[config.mk]
export PLATFORM = sky130hd
export DESIGN_NAME = servo_motion_sequencer_flat
export DESIGN_NICKNAME = d
export VERILOG_FILES = /design/src/rtl/servo_motion_sequencer_if.sv /design/src/rtl/servo_motion_sequencer.sv /design/src/flat_wrapper.sv
export SDC_FILE = /design/constraint.sdc
export NUM_CORES = 1
export LEC_CHECK = 0
export BUFFER_PORTS_ARGS = -buffer_cell sky130_fd_sc_hd__buf_2
export CAP_MARGIN = 15
export CORE_AREA = 2 2 145 90
export CTS_CLUSTER_DIAMETER = 50
export DETAILED_ROUTE_END_ITERATION = 7
export DIE_AREA = 0 0 147 92
export MAX_ROUTING_LAYER = met4
export PLACE_DENSITY = 0.78
export SETUP_SLACK_MARGIN = 0.4
export SLEW_MARGIN = 20
export SYNTH_ARGS = -nofsm -noshare
export SYNTH_HDL_FRONTEND = slang
export SYNTH_SLANG_ARGS = --single-unit
[constraint.sdc]
create_clock -name mclk -period 10 [get_ports mclk]
set_clock_uncertainty 0.1 [all_clocks]
set_input_delay 2 -clock mclk [delete_from_list [all_inputs] [get_ports mclk]]
set_output_delay 2 -clock mclk [all_outputs]
set_load 0.005 [all_outputs]
[src/rtl/servo_motion_sequencer_if.sv]
// Command channel for the servo motion sequencer: target offset plus dwell,
// carried on a valid/ready handshake.
interface servo_motion_sequencer_if #(
  parameter int POS_W   = 17,
  parameter int DWELL_W = 8
) ();
  logic               cmd_valid;
  logic               cmd_ready;
  logic [POS_W-1:0]   cmd_pos;
  logic [DWELL_W-1:0] cmd_dwell;

  modport master (
    output cmd_valid,
    output cmd_pos,
    output cmd_dwell,
    input  cmd_ready
  );

  modport slave (
    input  cmd_valid,
    input  cmd_pos,
    input  cmd_dwell,
    output cmd_ready
  );
endinterface

[src/rtl/servo_motion_sequencer.sv]
// Single-servo motion sequencer: owns the frame counter and PWM output, ramps
// the pulse offset toward commanded targets one bounded step per frame.
module servo_motion_sequencer #(
  parameter int FRAME_CLKS = 1000000,
  parameter int MIN_PULSE  = 20000,
  parameter int MAX_OFFSET = 110000,
  parameter int STEP       = 500,
  parameter int POS_W      = 17,
  parameter int DWELL_W    = 8
) (
  input  logic                   mclk,
  input  logic                   rst_n,
  servo_motion_sequencer_if.slave cmd,
  input  logic                   abort,
  output logic                   servo,
  output logic [POS_W-1:0]       pos,
  output logic                   busy,
  output logic                   done,
  output logic                   frame_tick
);

  localparam int CNT_W   = (FRAME_CLKS > 1) ? $clog2(FRAME_CLKS) : 1;
  localparam int SH_BASE = ((CNT_W > POS_W) ? CNT_W : POS_W) + 1;
  localparam int SH_W    = (SH_BASE > 20) ? SH_BASE : 20;

  localparam logic [CNT_W-1:0]   CNT_LAST = CNT_W'(FRAME_CLKS - 1);
  localparam logic [POS_W-1:0]   MAX_POS  = POS_W'(MAX_OFFSET);
  localparam logic [POS_W-1:0]   STEP_POS = POS_W'(STEP);
  localparam logic [SH_W-1:0]    MIN_SH   = SH_W'(MIN_PULSE);
  localparam logic [DWELL_W-1:0] DWELL_1  = DWELL_W'(1);

  typedef enum logic [1:0] {
    IDLE  = 2'd0,
    RAMP  = 2'd1,
    DWELL = 2'd2
  } state_t;

  state_t             state_q, state_d;
  logic [CNT_W-1:0]   cnt_p0;
  logic [SH_W-1:0]    shadow_p0;
  logic               servo_p1;
  logic [POS_W-1:0]   pos_q, pos_d;
  logic [POS_W-1:0]   target_q, target_d;
  logic [DWELL_W-1:0] dwell_q, dwell_d;
  logic               done_q, done_d;
  logic               accept;

  function automatic logic [POS_W-1:0] clamp_pos(input logic [POS_W-1:0] p);
    return (p > MAX_POS) ? MAX_POS : p;
  endfunction

  // Compare before subtracting so the distance never wraps.
  function automatic logic [POS_W-1:0] pos_dist(input logic [POS_W-1:0] a,
                                                input logic [POS_W-1:0] b);
    return (a >= b) ? (a - b) : (b - a);
  endfunction

  function automatic logic [POS_W-1:0] step_toward(input logic [POS_W-1:0] cur,
                                                   input logic [POS_W-1:0] tgt);
    if (pos_dist(cur, tgt) <= STEP_POS)
      return tgt;
    else if (tgt > cur)
      return cur + STEP_POS;
    else
      return cur - STEP_POS;
  endfunction

  assign frame_tick    = (cnt_p0 == CNT_LAST);
  assign cmd.cmd_ready = rst_n && (state_q == IDLE) && !abort;
  assign accept        = cmd.cmd_valid && cmd.cmd_ready;

  assign servo = servo_p1;
  assign pos   = pos_q;
  assign busy  = (state_q != IDLE);
  assign done  = done_q;

  // Stage 0: frame counter and per-frame pulse-width shadow.
  // Stage 1: registered PWM compare, one clock behind the counter.
  always_ff @(posedge mclk or negedge rst_n) begin
    if (!rst_n) begin
      cnt_p0    <= '0;
      shadow_p0 <= MIN_SH;
      servo_p1  <= 1'b0;
    end else begin
      cnt_p0   <= frame_tick ? '0 : cnt_p0 + CNT_W'(1);
      servo_p1 <= (SH_W'(cnt_p0) < shadow_p0);
      if (frame_tick)
        shadow_p0 <= MIN_SH + SH_W'(pos_d);
    end
  end

  always_ff @(posedge mclk or negedge rst_n) begin
    if (!rst_n) begin
      state_q  <= IDLE;
      pos_q    <= '0;
      target_q <= '0;
      dwell_q  <= '0;
      done_q   <= 1'b0;
    end else begin
      state_q  <= state_d;
      pos_q    <= pos_d;
      target_q <= target_d;
      dwell_q  <= dwell_d;
      done_q   <= done_d;
    end
  end

  // Abort wins over any frame-edge update; position simply stays put.
  always_comb begin
    state_d  = state_q;
    pos_d    = pos_q;
    target_d = target_q;
    dwell_d  = dwell_q;
    done_d   = 1'b0;
    if (abort) begin
      state_d = IDLE;
    end else begin
      unique case (state_q)
        IDLE: begin
          if (accept) begin
            target_d = clamp_pos(cmd.cmd_pos);
            dwell_d  = cmd.cmd_dwell;
            state_d  = RAMP;
          end
        end
        RAMP: begin
          if (frame_tick) begin
            pos_d = step_toward(pos_q, target_q);
            if (pos_dist(pos_q, target_q) <= STEP_POS) begin
              if (dwell_q != '0) begin
                state_d = DWELL;
              end else begin
                state_d = IDLE;
                done_d  = 1'b1;
              end
            end
          end
        end
        DWELL: begin
          if (frame_tick) begin
            dwell_d = dwell_q - DWELL_1;
            if (dwell_q == DWELL_1) begin
              state_d = IDLE;
              done_d  = 1'b1;
            end
          end
        end
        default: state_d = IDLE;
      endcase
    end
  end

endmodule

[src/flat_wrapper.sv]
// flat-port wrapper written by rule: the top's interface ports become plain ports
module servo_motion_sequencer_flat 
#(
  parameter int FRAME_CLKS = 1000000,
  parameter int MIN_PULSE  = 20000,
  parameter int MAX_OFFSET = 110000,
  parameter int STEP       = 500,
  parameter int POS_W      = 17,
  parameter int DWELL_W    = 8
)
  (mclk, rst_n, abort, servo, pos, busy, done, frame_tick, cmd_cmd_valid, cmd_cmd_pos, cmd_cmd_dwell, cmd_cmd_ready);
  servo_motion_sequencer_if #(.POS_W(POS_W), .DWELL_W(DWELL_W)) cmd_i ();
  input  logic mclk;
  input  logic rst_n;
  input  logic abort;
  output logic servo;
  output logic [POS_W-1:0] pos;
  output logic busy;
  output logic done;
  output logic frame_tick;
  input wire logic [$bits(cmd_i.cmd_valid)-1:0] cmd_cmd_valid;
  input wire logic [$bits(cmd_i.cmd_pos)-1:0] cmd_cmd_pos;
  input wire logic [$bits(cmd_i.cmd_dwell)-1:0] cmd_cmd_dwell;
  output wire logic [$bits(cmd_i.cmd_ready)-1:0] cmd_cmd_ready;
  assign cmd_i.cmd_valid = cmd_cmd_valid;
  assign cmd_i.cmd_pos = cmd_cmd_pos;
  assign cmd_i.cmd_dwell = cmd_cmd_dwell;
  assign cmd_cmd_ready = cmd_i.cmd_ready;
  servo_motion_sequencer #(.FRAME_CLKS(FRAME_CLKS), .MIN_PULSE(MIN_PULSE), .MAX_OFFSET(MAX_OFFSET), .STEP(STEP), .POS_W(POS_W), .DWELL_W(DWELL_W)) u_core (.mclk(mclk), .rst_n(rst_n), .cmd(cmd_i), .abort(abort), .servo(servo), .pos(pos), .busy(busy), .done(done), .frame_tick(frame_tick));
endmodule
==> run_results.csv <==
group,metric,value,unit
outcome,status,"finished clean",
global_route,grt_usage,30.9,%
cts,htreeDepth,3,
floorplan,die_h,92,um
drt,drc,0,
yosys,synthArstFlopShare,100,%
layout,final_common_cell,"nand2_1",
drt,routed_wl,19900,um
yosys,synthCells,877,
cts,cts_setup_buffers,0,
cts,hold_buffers,0,
worst_hold_path,holdCritPathClass,"reg2reg",
cts,cts_tree,"yes",
yosys,ys_seq_area_share,29.3,%
floorplan,fp-row-count,32,
global_route,grt_use_met3,6.27,%
sta,final.period_utilization,63.1,%
global_route,grt_first_pass_wirelength,32100,um
floorplan,core,12400,um2
pwr,p_leak,0.00378,uW
cts,path_clk_slew,0.06,ns
worst_hold_path,min_to,"u_core.shadow_p0[10]",
yosys,ys_seq_elements,84,
yosys,synth_top_cell_by_area,"dfrtp_1",
yosys,synthesis.nets,981,
layout,n_antenna_cell,0,
layout,drive_above_1_share,11.2,%
setup_path,start_kind,"register",
floorplan,start_util,58.0,%
setup_path,critPathCaptureType,"register",
setup_path,reg2reg_slack,3.69,ns
drt,firstDrtPassIters,5,
sta,maxSlewViolCount,0,
cts,cts_buffers,9,
yosys,ys_warn_count,0,
yosys,syn_avg_cell_area,8.20,um2
cts,cts.path.max_buffers,2,
worst_hold_path,holdPathStages,2,
pwr,power_density,229,nW/um2
setup_path,crit_type,"reg2reg",
sta,fmax,158,MHz
yosys,synth_area_leaders,"dfrtp_1 (27%), ha_1 (13%), a21oi_1 (4.9%)",
drt,wl_per_cell,18.2,um
setup_path,cp_max_fo,14,
placed_design,dp_hpwl,15100,um
global_route,met1_usage,49.3,%
floorplan,floorplan.die.width,147,um
cts,clockRootBuffer,"clkbuf_16",
yosys,synth_cell_types,73,
drt,vias_per_cell,6.11,
cts,cts_resized,0,
global_route,met2_usage,40.1,%
sta,worstMarginPinSlew,0.871,ns
job,drv_cap,0,
global_route,antenna_found_initial,0,
placed_design,place.gp.congestion,1.05,
layout,fin_nets,1018,
global_route,grt_pass1_vias,6028,
yosys,synth-edff-count,0,
drt,dr.first_iter.drc_count,657,
placed_design,portBuffers,50,
yosys,syn-cell-area,7200,um2
drt,antenna_left,0,
placed_design,placed_cell_area,7580,um2
cts,clk_latency,0.34,ns
layout,mostFrequentLayoutCells,"nand2_1 (81), dfrtp_1 (79), inv_1 (73)",
drt,vias,6651,
setup_path,cp.required,10.12,ns
floorplan,pin_count,51,
cts,cts_sinks,84,
sta,max_slew_margin,41.4,%
pwr,ir_drop,0.149,mV
setup_path,r2r-start,"u_core.pos[6]",
sta,grt_setup_unrepaired,"no",
sta,setup_viol,0,
setup_path,worst-r2r-cell-count,24,
yosys,synth.top_cell.area_share,27.5,%
floorplan,fp.dieArea,13500,um2
setup_path,cp.arrival,6.43,ns
global_route,grt_max_degree,56,
sta,hold_violations,0,
sta,period_minus_slack,6.31,ns
yosys,ys.flop_type,"dfrtp_1",
global_route,overflow,0,
global_route,gr-max-usage-layer,"met1",
setup_path,reg2reg_to,"u_core.shadow_p0[16]",
layout,final_area,7910,um2
sta,tns,0,ns
layout,syn2layout_area_growth,9.86,%
worst_hold_path,hold_path.startpoint,"u_core.shadow_p0[10]",
[registers in the layout, indices dropped and copies added, names as in the netlist]
| name | cells |
|---|---|
| u_core.target_q | 17 |
| u_core.state_q | 2 |
| u_core.dwell_q | 8 |
| u_core.cnt_p0 | 20 |
| u_core.servo | 1 |
| u_core.done | 1 |
| u_core.shadow_p0 | 18 |
| u_core.pos | 17 |
[stage by stage]
| stage | std cells | setup slack [ns] | hold WS, ns | util, % | total power (uW) |
|---|---|---|---|---|---|
| after floorplan | 877 | 5.09 | 0.342 | - | 1160 |
| after global placement | 1073 | 4.05 | 0.352 | 61.1 | 1400 |
| after detailed placement | 1073 | 4.01 | 0.359 | 61.1 | 1400 |
| after CTS | 1089 | 3.83 | 0.369 | 63.7 | 1780 |
| after global routing | 1089 | 3.28 | 0.392 | 63.7 | 1920 |
| final | 1089 | 3.69 | 0.365 | 63.7 | 1810 |
[final cells by class]
| cell class | instances | area [um2] |
|---|---|---|
| sequential | 84 | 2110 |
| clock inverter | 5 | 83.8 |
| multi-input combinational | 686 | 4660 |
| tap | 170 | 213 |
| fill | 1106 | 4510 |
| clock buffer | 11 | 243 |
| inverter | 75 | 282 |
| timing repair buffer | 58 | 313 |
[report_power, final]
group | switching, uW | total (uW) | internal (uW)
Combinational | 621 | 996 | 375
Sequential | 53.3 | 442 | 388
Clock | 142 | 369 | 227
[worst max path at each step]
stage	slack, ns	startpoint	end	cells after the start
2_1_floorplan	5.09	u_core.pos[9]	u_core.shadow_p0[16]	25
3_3_place_gp	4.05	u_core.pos[3]	u_core.shadow_p0[16]	24
3_5_place_dp	4.01	u_core.pos[6]	u_core.shadow_p0[16]	24
4_1_cts	3.83	u_core.pos[6]	u_core.shadow_p0[16]	24
5_1_grt	3.28	u_core.pos[7]	u_core.shadow_p0[16]	24
6_report	3.69	u_core.pos[6]	u_core.shadow_p0[16]	24
[worst max-delay path, stage by stage (launching register included)]
cell and delay (ns):
dfrtp_1 0.49, inv_1 0.08, ha_1 0.58, nand4_1 0.21, nor2_1 0.21, o21ai_1 0.23, a31oi_1 0.31, a21o_1 0.17
a21oi_1 0.06, or2_2 0.44, inv_1 0.23, ha_1 0.30, nor2b_1 0.15, o21ai_0 0.19, a21oi_1 0.12, o21ai_0 0.31
a211oi_1 0.17, o31ai_1 0.49, o21ai_0 0.21, xor2_1 0.21, nor4b_1 0.36, nor3_1 0.17, and3_1 0.20, mux2i_1 0.12
nand3_1 0.08
[routing by layer]
layer,wire [um],part of all wire [%]
met5,0,0
met4,138,0.70
met3,1630,8.2
met2,7670,39
met1,10400,52
[logic make-up (layout without fill, tap and decap cells)]
group           count (synthesis)  in the layout  synth area share (%)
fa+ha+maj                      75             75                  13.4
xor+xnor                       48             48                  5.84
buf+inv                       107            149                  5.98
flops                          84             84                  29.3
mux                            14             14                  1.96
compound gates                269            269                  24.4
simple gates                  280            280                  19.1
[cells in the mapped netlist (all sizes together) (12+ instances only)]
library cell / number
xor2: 21
a21oi: 73
clkbuf: 19
nor2: 68
nand4: 16
buf: 13
xnor2: 27
nand2: 81
nor2b: 14
ha: 72
o21ai: 82
nand3: 25
inv: 74
nor3: 17
a211oi: 12
mux2i: 13
and3: 12
a21o: 21
dfrtp: 79
Note: power is estimated with default switching activity, not from simulation.
